===== src/rtl/defines_pkg.sv =====
// Shared widths, types and constants for the MAC datapath and its output stages.
package defines_pkg;

    localparam int ACC_W = 16;

    typedef logic signed [ACC_W-1:0] acc_t;

    localparam acc_t ACC_MAX = 16'h7FFF;
    localparam acc_t ACC_MIN = 16'h8000;

    // Number of lock-stepped MAC lanes in the default array configuration.
    localparam int DEF_VEC_S = 4;

endpackage


===== src/rtl/mac_sat_relu.sv =====
// Per-lane result conditioning: saturate wrapped accumulator results, then optional ReLU.
module mac_sat_relu
    import defines_pkg::*;
#(
    parameter int RELU = 1
) (
    input  acc_t f,
    input  logic ovf,
    output acc_t res
);

    acc_t w_sat;

    // Saturate toward the true sign: a wrapped negative means the true result was positive.
    always_comb begin
        w_sat = f;
        if (ovf) begin
            w_sat = f[ACC_W-1] ? ACC_MAX : ACC_MIN;
        end
        res = w_sat;
        if ((RELU != 0) && w_sat[ACC_W-1]) begin
            res = '0;
        end
    end

endmodule


===== src/rtl/mac_out_serializer.sv =====
// Buffers whole result vectors from the MAC lanes and streams their elements, lane 0 first,
// onto a single valid/ready channel. Vectors arriving with no free slot are dropped.
module mac_out_serializer
    import defines_pkg::*;
#(
    parameter int VEC_S = DEF_VEC_S,
    parameter int DEPTH = 2,
    parameter int RELU  = 1
) (
    input  logic                        clk,
    input  logic                        reset,
    input  logic [VEC_S*ACC_W-1:0]      f_in,
    input  logic                        valid_in,
    input  logic [VEC_S-1:0]            ovf_in,
    output logic [ACC_W-1:0]            z,
    output logic                        z_valid,
    input  logic                        z_ready,
    output logic [$clog2(VEC_S)-1:0]    z_idx,
    output logic                        z_last,
    output logic                        full,
    output logic                        drop_err,
    input  logic                        err_clr
);

    localparam int PTR_W = $clog2(DEPTH);
    localparam int CNT_W = $clog2(DEPTH + 1);
    localparam int IDX_W = $clog2(VEC_S);

    localparam logic [CNT_W-1:0] CNT_FULL = CNT_W'(DEPTH);
    localparam logic [IDX_W-1:0] IDX_LAST = IDX_W'(VEC_S - 1);

    acc_t             w_conv [VEC_S];
    acc_t             r_mem  [DEPTH][VEC_S];
    logic [PTR_W-1:0] r_wr_ptr;
    logic [PTR_W-1:0] r_rd_ptr;
    logic [CNT_W-1:0] r_count;
    logic [CNT_W-1:0] w_count_nxt;
    logic [IDX_W-1:0] r_elem_cnt;
    logic             r_full;
    logic             r_drop_err;
    logic             w_xfer;
    logic             w_last;
    logic             w_pop;
    logic             w_push;
    logic             w_drop;

    for (genvar gi = 0; gi < VEC_S; gi++) begin : g_lane
        mac_sat_relu #(
            .RELU (RELU)
        ) u_sat (
            .f   (f_in[gi*ACC_W +: ACC_W]),
            .ovf (ovf_in[gi]),
            .res (w_conv[gi])
        );
    end

    // Handshake, slot pop/push decisions and next occupancy.
    always_comb begin
        w_xfer      = z_valid && z_ready;
        w_last      = (r_elem_cnt == IDX_LAST);
        w_pop       = w_xfer && w_last;
        // A pop frees the head slot at the same edge, so a full buffer can still accept.
        w_push      = valid_in && ((r_count != CNT_FULL) || w_pop);
        w_drop      = valid_in && !w_push;
        w_count_nxt = r_count;
        if (w_push && !w_pop) begin
            w_count_nxt = r_count + 1'b1;
        end else if (w_pop && !w_push) begin
            w_count_nxt = r_count - 1'b1;
        end
    end

    // Vector storage; contents need no reset since occupancy gates every read.
    always_ff @(posedge clk) begin
        if (w_push) begin
            for (int i = 0; i < VEC_S; i++) begin
                r_mem[r_wr_ptr][i] <= w_conv[i];
            end
        end
    end

    // Pointers, occupancy, element counter and sticky drop flag.
    always_ff @(posedge clk or negedge reset) begin
        if (!reset) begin
            r_wr_ptr   <= '0;
            r_rd_ptr   <= '0;
            r_count    <= '0;
            r_full     <= 1'b0;
            r_elem_cnt <= '0;
            r_drop_err <= 1'b0;
        end else begin
            if (w_push) begin
                r_wr_ptr <= r_wr_ptr + 1'b1;
            end
            if (w_pop) begin
                r_rd_ptr <= r_rd_ptr + 1'b1;
            end
            r_count <= w_count_nxt;
            r_full  <= (w_count_nxt == CNT_FULL);
            if (w_xfer) begin
                r_elem_cnt <= w_last ? '0 : r_elem_cnt + 1'b1;
            end
            // A drop in the same cycle as a clear must still be reported.
            if (w_drop) begin
                r_drop_err <= 1'b1;
            end else if (err_clr) begin
                r_drop_err <= 1'b0;
            end
        end
    end

    // Output element is forced to zero when nothing is buffered.
    always_comb begin
        z = '0;
        if (z_valid) begin
            z = r_mem[r_rd_ptr][r_elem_cnt];
        end
    end

    assign z_valid  = (r_count != '0);
    assign z_idx    = r_elem_cnt;
    assign z_last   = (r_elem_cnt == IDX_LAST);
    assign full     = r_full;
    assign drop_err = r_drop_err;

endmodule


===== config.mk =====
export PLATFORM = sky130hd
export DESIGN_NAME = mac_out_serializer
export DESIGN_NICKNAME = d
export VERILOG_FILES = /design/src/rtl/defines_pkg.sv /design/src/rtl/mac_sat_relu.sv /design/src/rtl/mac_out_serializer.sv
export SDC_FILE = /design/constraint.sdc
export NUM_CORES = 1
export LEC_CHECK = 0
export ABC_AREA = 1
export CAP_MARGIN = 15
export CORE_MARGIN = 2
export CORE_UTILIZATION = 35
export DETAILED_ROUTE_END_ITERATION = 6
export PLACE_DENSITY = 0.63
export SLEW_MARGIN = 20
export SYNTH_ARGS = -nofsm -noshare
export SYNTH_HDL_FRONTEND = slang
export SYNTH_SLANG_ARGS = --single-unit
export TNS_END_PERCENT = 30

===== constraint.sdc =====
create_clock -name clk -period 7.9 [get_ports clk]
set_clock_uncertainty 0.2 [all_clocks]
set_input_delay 0.79 -clock clk [delete_from_list [all_inputs] [get_ports clk]]
set_output_delay 0.79 -clock clk [all_outputs]
set_load 0.05 [all_outputs]

==> run metrics <==
Critical Path AT=3.43 ns; Hold Fails Final Rpt=0; cts hold-fix bufs=0; dpl cell area=6840 µm²; initial antenna violation count=0; Placer Congestion=0.808; post-cts repair resize count=0; Worst path max stage delay=0.86 ns; Core Area=16,400 µm²; Highest Clock Rate=0.226 GHz; Overflow after GRT=0; critical path class=flop to output pin; CP endpoint kind=output pin; post-synthesis area per instance=9.89 µm²; final WL=13,600 µm; Worst-path clk slew=0.05 ns; GR Util All Layers=16.3%; vias in the first global route=4,324; area share of the largest cell type after synthesis=62.2%; number of synthesized register bits=128; Psw=1.26 mW; clock tree buffer depth=2; I/O Buffers=93; Layout area overhead=27.9%; P per Cell Area=420 nW/µm²; Cells after Synth=586; crit-path max FO=61; H-tree depth=4; antenna-violating nets left=0; slew margin rel.=29.8%; Seq/Total Area, Yosys=65.6%; Worst Path Buf+Inv=2; RSZ-0062 raised after global routing=no; Comb power frac=41.2%; starting density of the core=35.3%; first-pass GRT wire length=22,100 µm; Mapped Nets=662; Skew-Pair Late Insertion Delay=0.40 ns; Critical Path, Cell by Cell=inv_2 > o21ai_1 > nand2_1 > nor2_1 > nor2_1 > clkdlybuf4s50_1; I/O pins=95; clk sinks=128; Switching Fraction=40.6%; post-route setup TNS=0 ns; leak pwr=2.80 nW; DR iter-0 viols=404; Required @ worst endpoint=6.91 ns; internal power=1.85 mW; Detailed Place HPWL=9110 µm; Setup Buffers After CTS=0; top cell family by delay on the critical path=buffers and inverters; drt drc=0; drt wl/cell=15.2 µm; clock power share=24.1%; largest area contributor in the netlist=edfxtp_1; Max-Cap Viols=0; most frequent cell on the critical path=nor2_1; Area contributors post-synth=edfxtp_1, nor2_1, o21ai_1; Max VDD drop=0.398 mV; synth unique cells=23; post-route cell area=7410 µm²; # rows=47; Post-Route Utilization=45.2%; sequential power share=34.7%; status=completed; die height=133 µm; diode count=0; Final Max Tran Viols=0; CTS tree=built; DIE WIDTH=133 µm; Final period util=56.0%; via count=4,254; Root Buffer=clkbuf_16; die area=17,600 µm²; Worst setup SP type=flop; Syn. warnings=0; ratio of cells with drive above 1 in the final layout=6.65%; Worst Hold Class=flop to flop; fin crit period=4.42 ns; layout net count=741; largest net degree at the start of global routing=62; Mapped Area=5790 µm²; TritonCTS buffer count=17; Crit-path slowest cell=inv_2; final number of setup-violating endpoints=0; Via density=4.74; drt pass-1 iters=5; worst slew pin tran=1.05 ns
## Yosys cell counts
cell type  number
inv_2           4
buf_4          11
o21ai_0         1
clkbuf_1        1
o22ai_1         1
mux2_2          1
nor2_1        277
o21ai_1        60
xor2_1          1
buf_1           7
nand4_1         2
buf_6           1
nand2_1        39
a21oi_1         1
inv_1           8
conb_1          1
edfxtp_1      120
xor2_2          4
dfrtp_1         8
ha_1            3
nand3_2         1
buf_2          16
nand3_1        18
## metrics by stage
| stage | std cells | setup slack, ns | power, mW | hold WS [ns] |
|---|---|---|---|---|
| finish | 897 | 3.48 | 3.11 | 0.334 |
| global route | 897 | 3.29 | 3.30 | 0.362 |
| CTS | 897 | 3.19 | 3.15 | 0.339 |
| detailed placement | 866 | 3.64 | 2.39 | 0.329 |
| floorplan | 586 | 2.95 | 1.99 | 0.285 |
| global placement | 866 | 3.66 | 2.37 | 0.312 |
## path summary, 6_finish.rpt
path	slack (ns)	cells after the start	end	from
worst min-delay path	0.33	3	r_count[0]$_DFF_PN0_	r_count[0]$_DFF_PN0_
worst max-delay path	3.48	6	z[0]	r_rd_ptr$_DFFE_PN0N_
worst max register to register	4.96	6	r_mem[0][25]$_DFFE_PP_	z_idx[1]$_DFFE_PN0N_
min in group asynchronous	0.48	1	r_count[0]$_DFF_PN0_	reset
worst min register to register	0.33	3	r_count[0]$_DFF_PN0_	r_count[0]$_DFF_PN0_
max in group asynchronous	6.70	1	r_rd_ptr$_DFFE_PN0N_	reset
## cells in the final DEF, fill, tap and decap left out
cell type and instances:
dfrtp_4 1, o22ai_1 1, clkinv_1 3, nand2_1 39, clkbuf_16 17, o21ai_1 60
dfrtp_2 1, inv_1 8, clkdlybuf4s50_1 93, xor2_1 1, clkinv_2 5, nand3_2 1
bufinv_16 3, conb_1 1, a21oi_1 1, xor2_2 4, nor2_4 2, inv_2 4
nand4_1 2, nand3_1 18, o21ai_0 1, buf_4 3, nor2_1 275, clkinvlp_4 3
edfxtp_1 120, ha_1 3, mux2_2 1, dfrtp_1 6
## flip-flops by register name, summed over array words and instances, names as in the netlist
signal,count
r_mem,120
r_count,2
z_idx,2
drop_err,1
full,1
r_rd_ptr,1
r_wr_ptr,1
## area by class of cell
type                       count  area [µm²]
fill                        1503        8990
sequential                   128        3810
multi-input combinational    410        1760
timing repair buffer          96         953
clock buffer                  17         425
tap                          220         275
clock inverter                14         149
inverter                      12        45.0
## routing by layer
layer,part of all wire [%],up-vias,GRT usage (%)
met5,0,-,0
met2,49,135,27.3
li1,-,2091,-
met1,44,2015,20.8
met3,5.8,13,3.64
met4,1.6,0,5.73
## logic make-up after synthesis
logic type | Yosys count | share of synthesized area (%)
and+or+nand+nor | 337 | 22.4
DFF | 128 | 65.6
AOI/OAI and AO/OA | 63 | 5.46
buffers and inverters | 48 | 4.30
xor gates and xnor gates | 5 | 1.27
adders and majority gates | 3 | 0.648
other | 1 | 0.0647
muxes | 1 | 0.194
## worst reg2reg max path: cells and delay by family, from the launching register on
family	cells	cell delay (ns)
flops	1	0.75
buf+inv	1	0.65
simple gates	4	0.54
fa+ha+maj	1	0.38
## power by group through the flow
stage / clock network, mW / registers [mW] / logic, mW
floorplan: 0 / 1.05 / 0.940
global placement: 0 / 1.09 / 1.28
detailed placement: 0 / 1.09 / 1.30
CTS: 0.765 / 1.08 / 1.30
global route: 0.797 / 1.10 / 1.40
finish: 0.751 / 1.08 / 1.28
Power figures use the tool's default switching activity.
